===== src/rtl/uart_rx_pkg.sv =====
// Shared UART RX definitions: prescale encodings, frame bit indices and small helpers
// used by the sampler and the parity/start/stop checkers.
package uart_rx_pkg;

    localparam int unsigned PRESCALE_W = 6;
    localparam int unsigned BIT_IDX_W  = 4;

    localparam logic [PRESCALE_W-1:0] PRESCALE_8  = 6'd8;
    localparam logic [PRESCALE_W-1:0] PRESCALE_16 = 6'd16;
    localparam logic [PRESCALE_W-1:0] PRESCALE_32 = 6'd32;

    localparam logic [BIT_IDX_W-1:0] BIT_START      = 4'd0;
    localparam logic [BIT_IDX_W-1:0] BIT_DATA_FIRST = 4'd1;
    localparam logic [BIT_IDX_W-1:0] BIT_DATA_LAST  = 4'd8;
    localparam logic [BIT_IDX_W-1:0] BIT_PARITY     = 4'd9;

    // Stop bit follows the parity bit when present, else the last data bit.
    function automatic logic [BIT_IDX_W-1:0] stop_bit_idx(input logic par_en);
        return par_en ? BIT_PARITY + 4'd1 : BIT_DATA_LAST + 4'd1;
    endfunction

    function automatic logic is_data_bit(input logic [BIT_IDX_W-1:0] idx);
        return (idx >= BIT_DATA_FIRST) && (idx <= BIT_DATA_LAST);
    endfunction

    function automatic logic prescale_legal(input logic [PRESCALE_W-1:0] ps);
        return (ps == PRESCALE_8) || (ps == PRESCALE_16) || (ps == PRESCALE_32);
    endfunction

    function automatic logic majority3(input logic a, input logic b, input logic c);
        return (a & b) | (a & c) | (b & c);
    endfunction

endpackage


===== src/rtl/rx_majority_vote.sv =====
// Captures two samples just before mid-bit and votes them against the live sample
// to produce the bit value and its one-cycle valid strobe.
module rx_majority_vote
    import uart_rx_pkg::*;
(
    input  logic clk,
    input  logic rst,
    input  logic i_rx,
    input  logic i_cap0,
    input  logic i_cap1,
    input  logic i_vote,
    output logic o_bit,
    output logic o_valid
);

    logic r_s0;
    logic r_s1;

    always_ff @(posedge clk) begin
        if (rst) begin
            r_s0    <= 1'b1;
            r_s1    <= 1'b1;
            o_bit   <= 1'b1;
            o_valid <= 1'b0;
        end else begin
            if (i_cap0) r_s0 <= i_rx;
            if (i_cap1) r_s1 <= i_rx;
            if (i_vote) o_bit <= majority3(r_s0, r_s1, i_rx);
            o_valid <= i_vote;
        end
    end

endmodule


===== src/rtl/rx_edge_bit_sampler.sv =====
// UART RX timing stage: synchronizes RX_IN, tracks edge/bit position within a frame
// and produces a majority-voted sample of each bit around its midpoint.
module rx_edge_bit_sampler
    import uart_rx_pkg::*;
#(
    parameter int unsigned SYNC_STAGES = 2
)
(
    input  logic                  clk,
    input  logic                  rst,
    input  logic                  RX_IN,
    input  logic                  enable,
    input  logic [PRESCALE_W-1:0] prescale,
    input  logic                  par_en,
    output logic [PRESCALE_W-1:0] edge_count,
    output logic [BIT_IDX_W-1:0]  bit_count,
    output logic                  sampled_bit,
    output logic                  sample_valid,
    output logic                  frame_done,
    output logic                  cfg_err
);

    logic [SYNC_STAGES-1:0] r_sync;
    logic                   w_rx_s;

    // Synchronizer: r_sync[0] takes the raw line, MSB is the clean sample.
    if (SYNC_STAGES > 1) begin : g_sync_chain
        always_ff @(posedge clk) begin
            if (rst) r_sync <= '1;
            else     r_sync <= {r_sync[SYNC_STAGES-2:0], RX_IN};
        end
    end else begin : g_sync_single
        always_ff @(posedge clk) begin
            if (rst) r_sync <= '1;
            else     r_sync <= RX_IN;
        end
    end

    assign w_rx_s = r_sync[SYNC_STAGES-1];

    logic                  r_en_d;
    logic [PRESCALE_W-1:0] r_prescale;
    logic                  w_en_rise;
    logic                  w_counting;
    logic [PRESCALE_W-1:0] w_half;
    logic                  w_last_edge;
    logic                  w_last_bit;
    logic [PRESCALE_W-1:0] w_edge_nxt;
    logic [BIT_IDX_W-1:0]  w_bit_nxt;
    logic                  w_frame_done_nxt;

    assign w_en_rise   = enable & ~r_en_d;
    assign w_counting  = enable & ~w_en_rise & ~cfg_err;
    assign w_half      = r_prescale >> 1;
    assign w_last_edge = (edge_count == (r_prescale - 6'd1));
    assign w_last_bit  = (bit_count >= stop_bit_idx(par_en));

    // Counter next state; anything other than active counting returns to 0/0.
    always_comb begin
        w_edge_nxt       = '0;
        w_bit_nxt        = BIT_START;
        w_frame_done_nxt = 1'b0;
        if (w_counting) begin
            if (w_last_edge) begin
                if (!w_last_bit) w_bit_nxt = bit_count + 4'd1;
            end else begin
                w_edge_nxt = edge_count + 6'd1;
                w_bit_nxt  = bit_count;
            end
            // Pulse is visible together with the final edge of the stop bit.
            w_frame_done_nxt = w_last_bit && !w_last_edge &&
                               (edge_count == (r_prescale - 6'd2));
        end
    end

    always_ff @(posedge clk) begin
        if (rst) begin
            r_en_d     <= 1'b0;
            r_prescale <= PRESCALE_8;
            cfg_err    <= 1'b0;
            edge_count <= '0;
            bit_count  <= BIT_START;
            frame_done <= 1'b0;
        end else begin
            r_en_d <= enable;
            if (w_en_rise) begin
                r_prescale <= prescale;
                cfg_err    <= ~prescale_legal(prescale);
            end
            edge_count <= w_edge_nxt;
            bit_count  <= w_bit_nxt;
            frame_done <= w_frame_done_nxt;
        end
    end

    rx_majority_vote u_vote (
        .clk     (clk),
        .rst     (rst),
        .i_rx    (w_rx_s),
        .i_cap0  (w_counting && (edge_count == (w_half - 6'd1))),
        .i_cap1  (w_counting && (edge_count == w_half)),
        .i_vote  (w_counting && (edge_count == (w_half + 6'd1))),
        .o_bit   (sampled_bit),
        .o_valid (sample_valid)
    );

endmodule


===== config.mk =====
export PLATFORM = sky130hd
export DESIGN_NAME = rx_edge_bit_sampler
export DESIGN_NICKNAME = d
export VERILOG_FILES = /design/src/rtl/uart_rx_pkg.sv /design/src/rtl/rx_majority_vote.sv /design/src/rtl/rx_edge_bit_sampler.sv
export SDC_FILE = /design/constraint.sdc
export NUM_CORES = 1
export LEC_CHECK = 0
export ABC_AREA = 1
export BUFFER_PORTS_ARGS = -buffer_cell sky130_fd_sc_hd__buf_2
export CORE_MARGIN = 8
export CORE_UTILIZATION = 35
export CTS_CLUSTER_DIAMETER = 50
export DETAILED_ROUTE_END_ITERATION = 8
export GPL_ROUTABILITY_DRIVEN = 0
export HOLD_SLACK_MARGIN = 0.08
export PLACE_DENSITY = 0.65
export SETUP_SLACK_MARGIN = 0.3
export SYNTH_ARGS = -nofsm -noshare
export SYNTH_HDL_FRONTEND = slang
export SYNTH_SLANG_ARGS = --single-unit

===== constraint.sdc =====
create_clock -name clk -period 2 [get_ports clk]
set_input_delay 0 -clock clk [delete_from_list [all_inputs] [get_ports clk]]
set_output_delay 0 -clock clk [all_outputs]
set_load 0.01 [all_outputs]

==> impl_metrics.yaml, run 1 <==
status:
  outcome: "finished clean"
logic_synthesis:
  synth_cell_types: 32
  netlist_area_sq_um: 1694
  seq_area_frac_synth: 0.2954
  yosysWarningCount: 0
  syn_nets: 258
  synth_seq_cells: 25
  synthCells: 239
  synth_area_per_cell_sq_um: 7.088
route:
  drt_iter0_markers: 54
  wl_um: 3628
  drt_pass1_iterations: 4
  via_per_inst: 4.701
  route.vias.total: 1523
  drc_errors: 0
  ant_nets: 0
  wl_per_cell_um: 11.20
final_layout:
  finish.net_count: 290
  final_cell_area_sq_um: 1998
  layout_common_cells: "nand2_1, buf_2, inv_1, dfxtp_1, nand3_1"
  drive_gt1_frac: 0.2259
  mostFrequentLayoutCell: "nand2_1"
  stdcell_count: 324
  utilization: 0.4259
  area.sequential_sq_um: 506.7
  fillers: 471
  synthToLayoutAreaGrowth_pct: 17.95
  multi_input_comb_area_sq_um: 1033
  antenna_cells: 0
timing:
  setup_violations: 0
  tightest_slew_ns: 0.4167
  tns_ns: 0
  max_freq_mhz: 626.3
  slew_headroom: 0.7218
  period_share: 0.7983
  period_minus_slack_ns: 1.597
  setup_slack_ns: 0.4034
  hold_ws_ns: 0.4092
  drv_slew: 0
  finClkSkew_ns: 0.003476
  rsz0062_at_grt: "no"
  hold_viol: 0
worst_hold_path:
  hold_class: "in -> reg"
  worst_hold_path.endpoint: "frame_done"
  whs_path_depth: 7
  min_from: "par_en"
power:
  switching_share: 0.2992
  ir_worst_vdd_mv: 0.2613
  p_sw_uw: 320.8
  p_total_mw: 1.072
  seqPwrFrac: 0.500
  combPwrFrac: 0.214
  leakagePower_nw: 0.9396
  p_int_uw: 751.5
  power.clock.fraction: 0.285
  cellPowerDensity_nw_per_um2: 536.6
clock_network:
  cts_tree: "done"
  cts_setup_buffers: 0
  clock_latency_ns: 0.28
  cts_made_buffers: 3
  cts-root-buf: "clkbuf_8"
  cts.sinks: 25
  cts-htree-levels: 1
  clkTransAtPathRegs_ns: 0.09
  cts_buffer_depth: 2
critical_path:
  worstPathArrival_ns: 1.76
  r2r_end: "u_vote.o_bit"
  r2r_cells: 9
  crit_path_max_fanout: 6
  reg2reg_setup_slack_ns: 0.40
  critical_path_required_ns: 2.17
  r2r_start: "r_prescale[2]"
  endpoint_kind: "flip-flop"
  crit_type: "reg -> reg"
  cp-start-kind: "flip-flop"
global_route:
  grt_max_degree: 15
  antenna_found_initial: 0
  gr-total-overflow: 0
  grtUsageTotal: 0.1032
  grt_pass1_wl_um: 6141
  grt_pass1_vias: 1383
placed_design:
  placed_area_sq_um: 1826
  numPortBuffers: 24
  placed_cells: 309
  dp_slack_ns: 0.2526
  place_hpwl_um: 2881
floorplan:
  row_count: 25
  core-area_sq_um: 4692
  start_util: 0.3611
  fp.dieW_um: 85.57
  die_h_um: 85.57
  dieArea_sq_um: 7322
  io_pins: 25
job:
  cap_violations: 0
-- registers in the layout (all words and copies together) (netlist names) --
name and flops:
bit_count 4, r_sync 2, r_prescale 6, u_vote.o_valid 1, cfg_err 1, frame_done 1
u_vote.r_s1 1, edge_count 6, u_vote.r_s0 1, r_en_d 1, u_vote.o_bit 1
-- power groups by stage --
stage	Sequential (mW)	Combinational [mW]	Clock (mW)
after floorplan	0.536	0.181	0
after global placement	0.547	0.206	0
after detailed placement	0.547	0.209	0
after CTS	0.536	0.226	0.315
after global routing	0.539	0.259	0.334
final	0.537	0.230	0.306
-- worst max-delay path by stage --
stage / startpoint / endpoint / slack (ns)
final: r_prescale[2] / u_vote.o_bit / 0.40
after global routing: r_prescale[2] / edge_count[0] / 0.30
after floorplan: r_prescale[1] / bit_count[0] / 0.44
after global placement: r_prescale[2] / u_vote.o_bit / 0.30
after detailed placement: r_prescale[1] / u_vote.o_bit / 0.25
after CTS: r_prescale[1] / u_vote.o_bit / 0.33
-- cell families (layout without fill, tap and decap cells) --
kind of cell / count (synthesis) / count (layout) / synth area share
AOI/OAI and AO/OA: 24 / 24 / 0.08125
adders and majority gates: 9 / 9 / 0.06500
buffers and inverters: 38 / 69 / 0.1004
DFF: 25 / 25 / 0.2954
xor gates and xnor gates: 22 / 22 / 0.1182
and+or+nand+nor: 121 / 121 / 0.3397
-- final cells by class --
type,instances,area share
Multi-Input combinational cell,176,0.5172
Sequential cell,25,0.2536
Timing Repair Buffer,35,0.1152
Inverter,30,0.05698
Tap cell,54,0.03381
Clock buffer,3,0.02066
Clock inverter,1,0.002505
-- what timing repair did --
action	in CTS	in global routing
endpoints found under the setup margin	2	12
endpoints found under the hold margin	11	0
pin swaps	0	0
hold buffers	11	0
gates resized for setup	2	7
-- critical path, cell delays in order (launching register included) --
cell and delay (ns):
dfxtp_2 0.41, inv_2 0.08, ha_1 0.32, xor2_1 0.19
inv_1 0.08, nand2_1 0.06, nor2_2 0.13, nand3_2 0.10
nand2_1 0.06, nand3_1 0.05
-- layer usage --
layer	wire length (um)	GRT usage	part of all wire	vias up
met5	0	0	0	-
met2	1775	0.1784	0.49	23
met4	74	0.05573	0.020	0
met1	1685	0.1176	0.46	678
met3	92	0.01815	0.025	5
li1	-	-	-	817
-- cells in the mapped netlist --
| library cell | instances | area share |
|---|---|---|
| nand2_1 | 60 | 0.13 |
| nand3_1 | 18 | 0.053 |
| o21ai_2 | 1 | 0.0052 |
| xor2_1 | 13 | 0.067 |
| clkinv_1 | 1 | 0.0022 |
| clkbuf_1 | 1 | 0.0022 |
| o21ai_0 | 7 | 0.021 |
| nor4_1 | 1 | 0.0037 |
| dfxtp_1 | 25 | 0.30 |
| inv_1 | 23 | 0.051 |
| a21oi_2 | 2 | 0.010 |
| xnor2_2 | 1 | 0.0096 |
| nand3_2 | 1 | 0.0059 |
| o221ai_1 | 1 | 0.0052 |
| buf_6 | 2 | 0.013 |
| nand2_4 | 3 | 0.020 |
| ha_1 | 8 | 0.059 |
| nor2_2 | 3 | 0.011 |
| buf_4 | 2 | 0.0089 |
| nand4_1 | 6 | 0.022 |
| clkinv_2 | 1 | 0.0030 |
| nor2_1 | 17 | 0.038 |
| maj3_1 | 1 | 0.0059 |
| nor3_1 | 4 | 0.012 |
| a21oi_1 | 12 | 0.035 |
| inv_2 | 5 | 0.011 |
| nand2_2 | 2 | 0.0074 |
| or2_2 | 2 | 0.0074 |
| buf_2 | 3 | 0.0089 |
| nor2_4 | 4 | 0.027 |
| xnor2_1 | 8 | 0.041 |
| o211ai_1 | 1 | 0.0044 |
Note: power is estimated with default switching activity, not from simulation.
==> inputs of run 2 (changes only) <==
- clock period: 2 -> 1.6 ns (I/O delays scaled with it)
==> run 2 against run 1 <==
  * Via count is 5.4% higher
  * Core utilization increased by 6.0 points
  * Clock skew is 0.00088 ns lower
  * Die area unchanged
  * Sequential power increased by 23%
==> impl_metrics.yaml, run 2 (synthesized netlist as in run 1, its figures left out) <==
global_route:
  grtUsageTotal: 0.1080
  gr-total-overflow: 0
  grt_use_met2: 0.1883
  grt.met3_usage: 0.02006
  use_met1: 0.1284
  grt_most_used_layer: "met2"
  grt_pass1_vias: 1540
  antenna_found_initial: 0
  grt_max_degree: 14
  grt_pass1_wl_um: 6617
timing:
  period_minus_slack_ns: 1.470
  setup_violations: 0
  finClkSkew_ns: 0.002596
  slew_headroom: 0.7855
  drv_slew: 0
  tns_ns: 0
  rsz0062_at_grt: "yes"
  tightest_slew_ns: 0.3214
  period_share: 0.9185
  hold_viol: 0
  max_freq_mhz: 680.5
critical_path:
  crit_slowest_cell: "dfxtp_4"
  worstPathArrival_ns: 1.69
  endpoint_kind: "flip-flop"
  cp-start-kind: "flip-flop"
  crit_path_max_fanout: 5
  slowest_delay_ns: 0.39
  critPathTopFamily: "simple AND/OR/NAND/NOR gates"
  cp_cell_sequence: "inv_8 -> ha_4 -> inv_1 -> nand2_1 -> nand2_1 -> nand2_1 -> nand2_1 -> nand2_1 -> nor2_4 -> nand2_4 -> nor2_2 -> nand2_1 -> nand2_1"
  crit_path_frequent_cell: "nand2_1"
  critical_path_required_ns: 1.82
  crit_type: "reg -> reg"
  crit_buf_inv: 2
route:
  ant_nets: 0
  wl_per_cell_um: 11.59
  drc_errors: 0
  route.vias.total: 1606
  via_per_inst: 4.751
  wl_um: 3918
  drt_pass1_iterations: 4
  drt_iter0_markers: 66
clock_network:
  cts_tree: "done"
  cts_made_buffers: 3
  clock_latency_ns: 0.27
  clkTransAtPathRegs_ns: 0.08
  cts_buffer_depth: 2
  cts.sinks: 25
  cts-htree-levels: 1
  cts-root-buf: "clkbuf_8"
floorplan:
  dieArea_sq_um: 7322
  row_count: 25
  io_pins: 25
  core-area_sq_um: 4692
  fp.dieW_um: 85.57
  start_util: 0.3611
  die_h_um: 85.57
power:
  ir_worst_vdd_mv: 0.3322
  leakagePower_nw: 1.039
  cellPowerDensity_nw_per_um2: 624.8
placed_design:
  placed_area_sq_um: 1922
  place_hpwl_um: 2891
  numPortBuffers: 24
final_layout:
  finish.net_count: 304
  top_regs: "edge_count x6, r_prescale x6, bit_count x4"
  layout_common_cells: "nand2_1, buf_2, inv_1, dfxtp_1, nand3_1"
  mostFrequentLayoutCell: "nand2_1"
  drive_gt1_frac: 0.3486
  antenna_cells: 0
  final_cell_area_sq_um: 2280
  utilization: 0.4859
  synthToLayoutAreaGrowth_pct: 34.56
worst_hold_path:
  hold_class: "in -> reg"
job:
  cap_violations: 0
status:
  outcome: "finished clean"
[run 2: metrics by stage]
step	setup slack (ns)	std cells	hold WS (ns)	power, mW
floorplan	0.1826	239	0.07196	0.9175
global placement	0.08247	315	0.1829	0.9705
detailed placement	0.07019	315	0.1845	0.9737
CTS	0.1351	335	0.1211	1.395
global route	0.01850	338	0.1869	1.499
finish	0.1305	338	0.1708	1.424
[run 2: report_power, final]
| part | internal, mW | switching (mW) | total, mW |
|---|---|---|---|
| Clock | 0.178 | 0.193 | 0.371 |
| Sequential | 0.641 | 0.0210 | 0.662 |
| Combinational | 0.179 | 0.213 | 0.392 |
[run 2: repair_timing]
action / CTS / global route
cloned: 0 / 0
setup endpoints to repair: 15 / 16
hold buffers: 11 / 0
pin swaps: 9 / 9
buffers inserted: 5 / 3
endpoints found under the hold margin: 10 / 0
gates resized for setup: 14 / 19
[run 2: per-layer routing]
metal,routed length (um),up-vias
li1,-,847
met1,1758,732
met4,62,0
met2,1998,22
met5,0,-
met3,97,5
[run 2: path summary, 6_finish.rpt]
kind,startpoint,endpoint,slack (ns),cells past startpoint
min,rst,frame_done,0.17,4
max,r_prescale[1],bit_count[1],0.13,13
max reg2reg,r_prescale[1],bit_count[1],0.13,13
min reg2reg,r_sync[0],r_sync[1],0.41,1
[run 2: worst register-to-register path, cell delays in order (launching register included)]
cell and delay, ns:
dfxtp_4 0.39, inv_8 0.05, ha_4 0.16, inv_1 0.05, nand2_1 0.07, nand2_1 0.06, nand2_1 0.04, nand2_1 0.05
nand2_1 0.08, nor2_4 0.15, nand2_4 0.11, nor2_2 0.11, nand2_1 0.05, nand2_1 0.04
[run 2: final cells by class]
cell class	instances	area, sq um
clock buffer	4	45.04
fill	454	2412
inverter	30	123.9
multi-input combinational	176	1186
sequential	25	514.2
tap	54	67.56
timing repair buffer	49	342.8
==> inputs of run 3 (changes only) <==
- CORE_ASPECT_RATIO: default -> 1.25
- REMOVE_ABC_BUFFERS: default -> 1
- TNS_END_PERCENT: default -> 20
==> run 3 against run 2 <==
  * Sequential share of layout area rose by 0.37 points
  * Die area rose by 0.19%
  * Critical endpoint is now frame_done
  * Clock-buffer cell count fell by 1
  * Routed wire length rose by 0.18%
==> impl_metrics.yaml, run 3 (synthesized netlist as in run 1, its figures left out) <==
clock_network:
  cts_buffer_depth: 2
  cts-htree-levels: 1
  clock_latency_ns: 0.27
  cts.sinks: 25
  cts_made_buffers: 3
  clkTransAtPathRegs_ns: 0.09
  cts-root-buf: "clkbuf_8"
  cts_tree: "done"
final_layout:
  top_regs: "edge_count x6, r_prescale x6, bit_count x4"
  drive_gt1_frac: 0.3333
  fillers: 475
  synthToLayoutAreaGrowth_pct: 31.09
  multi_input_comb_area_sq_um: 1144
  area.sequential_sq_um: 509.2
  finish.net_count: 302
  antenna_cells: 0
  mostFrequentLayoutCell: "nand2_1"
  layout_common_cells: "nand2_1, buf_2, inv_1, dfxtp_1"
critical_path:
  crit_slowest_cell: "dfxtp_4"
  critical_path_required_ns: 1.78
  cp_cell_sequence: "inv_8 -> ha_4 -> buf_4 -> xor2_1 -> nand4_1 -> nor4_1"
  endpoint_kind: "flip-flop"
  worstPathArrival_ns: 1.65
  cp-startpoint: "r_prescale[1]"
  crit_type: "reg -> reg"
  crit_path_max_fanout: 5
  cp-start-kind: "flip-flop"
  slowest_delay_ns: 0.39
  r2r_start: "r_prescale[1]"
placed_design:
  numPortBuffers: 24
  place_hpwl_um: 2918
floorplan:
  start_util: 0.3609
  core-area_sq_um: 4695
  die_h_um: 93.79
  fp.dieW_um: 78.23
  dieArea_sq_um: 7336
  io_pins: 25
  row_count: 28
timing:
  slew_headroom: 0.7753
  period_minus_slack_ns: 1.466
  tightest_slew_ns: 0.3366
  finClkSkew_ns: 0.007161
  tns_ns: 0
  max_freq_mhz: 682.3
  drv_slew: 0
  period_share: 0.9160
  setup_violations: 0
  hold_viol: 0
  rsz0062_at_grt: "yes"
power:
  p_sw_uw: 432.6
  p_int_uw: 988.9
  leakagePower_nw: 1.018
  combPwrFrac: 0.270
  ir_worst_vdd_mv: 0.4399
  power.clock.fraction: 0.268
  cellPowerDensity_nw_per_um2: 640.1
  p_total_mw: 1.421
  seqPwrFrac: 0.462
  switching_share: 0.3043
status:
  outcome: "finished clean"
job:
  cap_violations: 0
route:
  ant_nets: 0
  via_per_inst: 4.635
  drt_pass1_iterations: 4
  wl_um: 3925
  drc_errors: 0
  wl_per_cell_um: 11.48
  route.vias.total: 1585
  drt_iter0_markers: 76
worst_hold_path:
  min_from: "rst"
  hold_class: "in -> reg"
global_route:
  grt_pass1_vias: 1473
  grt_pass1_wl_um: 6555
  antenna_found_initial: 0
  grtUsageTotal: 0.1095
  gr-total-overflow: 0
  grt_max_degree: 16
==> run 3: cell types whose count changed in the layout (fill, tap and decap cells not counted), sizes merged <==
cell / previous run / this run
clkinvlp: 0 / 1
clkbuf: 4 / 3
buf: 38 / 36
==> run 3: per-layer routing <==
metal / vias up / wire length [um] / GRT usage
met5: - / 0 / 0
met4: 0 / 64 / 0.03870
met3: 6 / 192 / 0.02586
met2: 39 / 2058 / 0.1993
met1: 700 / 1610 / 0.1198
li1: 840 / - / -
==> run 3: path summary, 6_finish.rpt <==
kind                                endpoint  slack [ns]  depth (start not counted)
worst min-delay path            bit_count[2]        0.12                          4
worst min register to register     r_sync[1]        0.41                          1
worst max register to register    frame_done        0.13                          6
worst max-delay path              frame_done        0.13                          6
==> run 3: area by class of cell <==
class / count / share of cell area
sequential: 25 / 0.2293
multi-input combinational: 176 / 0.5149
tap: 60 / 0.03380
clock inverter: 1 / 0.003380
inverter: 30 / 0.05577
clock buffer: 3 / 0.01859
timing repair buffer: 47 / 0.1442
==> run 3: critical path, delay by kind of cell, from the launching register on <==
kind,cells,cell delay [ns]
AND/OR/NAND/NOR,2,0.38
flip-flops,1,0.39
buffers and inverters,2,0.16
adder cells (fa/ha/maj),1,0.28
XOR/XNOR,1,0.16
==> run 3: per-stage QoR <==
step / setup WS [ns] / instance area (sq um) / hold slack [ns] / cells / util
floorplan: 0.03449 / 1638 / 0.07196 / 231 / -
global placement: 0.04511 / 1901 / 0.1811 / 324 / 0.4049
detailed placement: 0.007594 / 1901 / 0.1875 / 324 / 0.4049
CTS: 0.09260 / 2153 / 0.1123 / 342 / 0.4587
global route: 0.02978 / 2221 / 0.1282 / 342 / 0.4731
finish: 0.1343 / 2221 / 0.1214 / 342 / 0.4731
==> run 3: power groups by stage <==
stage | registers, mW | clock network, mW | logic [mW]
after CTS | 0.655 | 0.397 | 0.350
after global routing | 0.659 | 0.427 | 0.423
after detailed placement | 0.668 | 0 | 0.292
final | 0.657 | 0.381 | 0.384
after floorplan | 0.679 | 0 | 0.205
after global placement | 0.667 | 0 | 0.289
==> run 3: repair_timing <==
item,4_1_cts,5_1_grt
setup endpoints to repair,15,17
buffers inserted,3,0
pin swaps,9,6
hold buffers,11,0
endpoints found under the hold margin,11,0
cloned,0,0
gates resized for setup,16,22
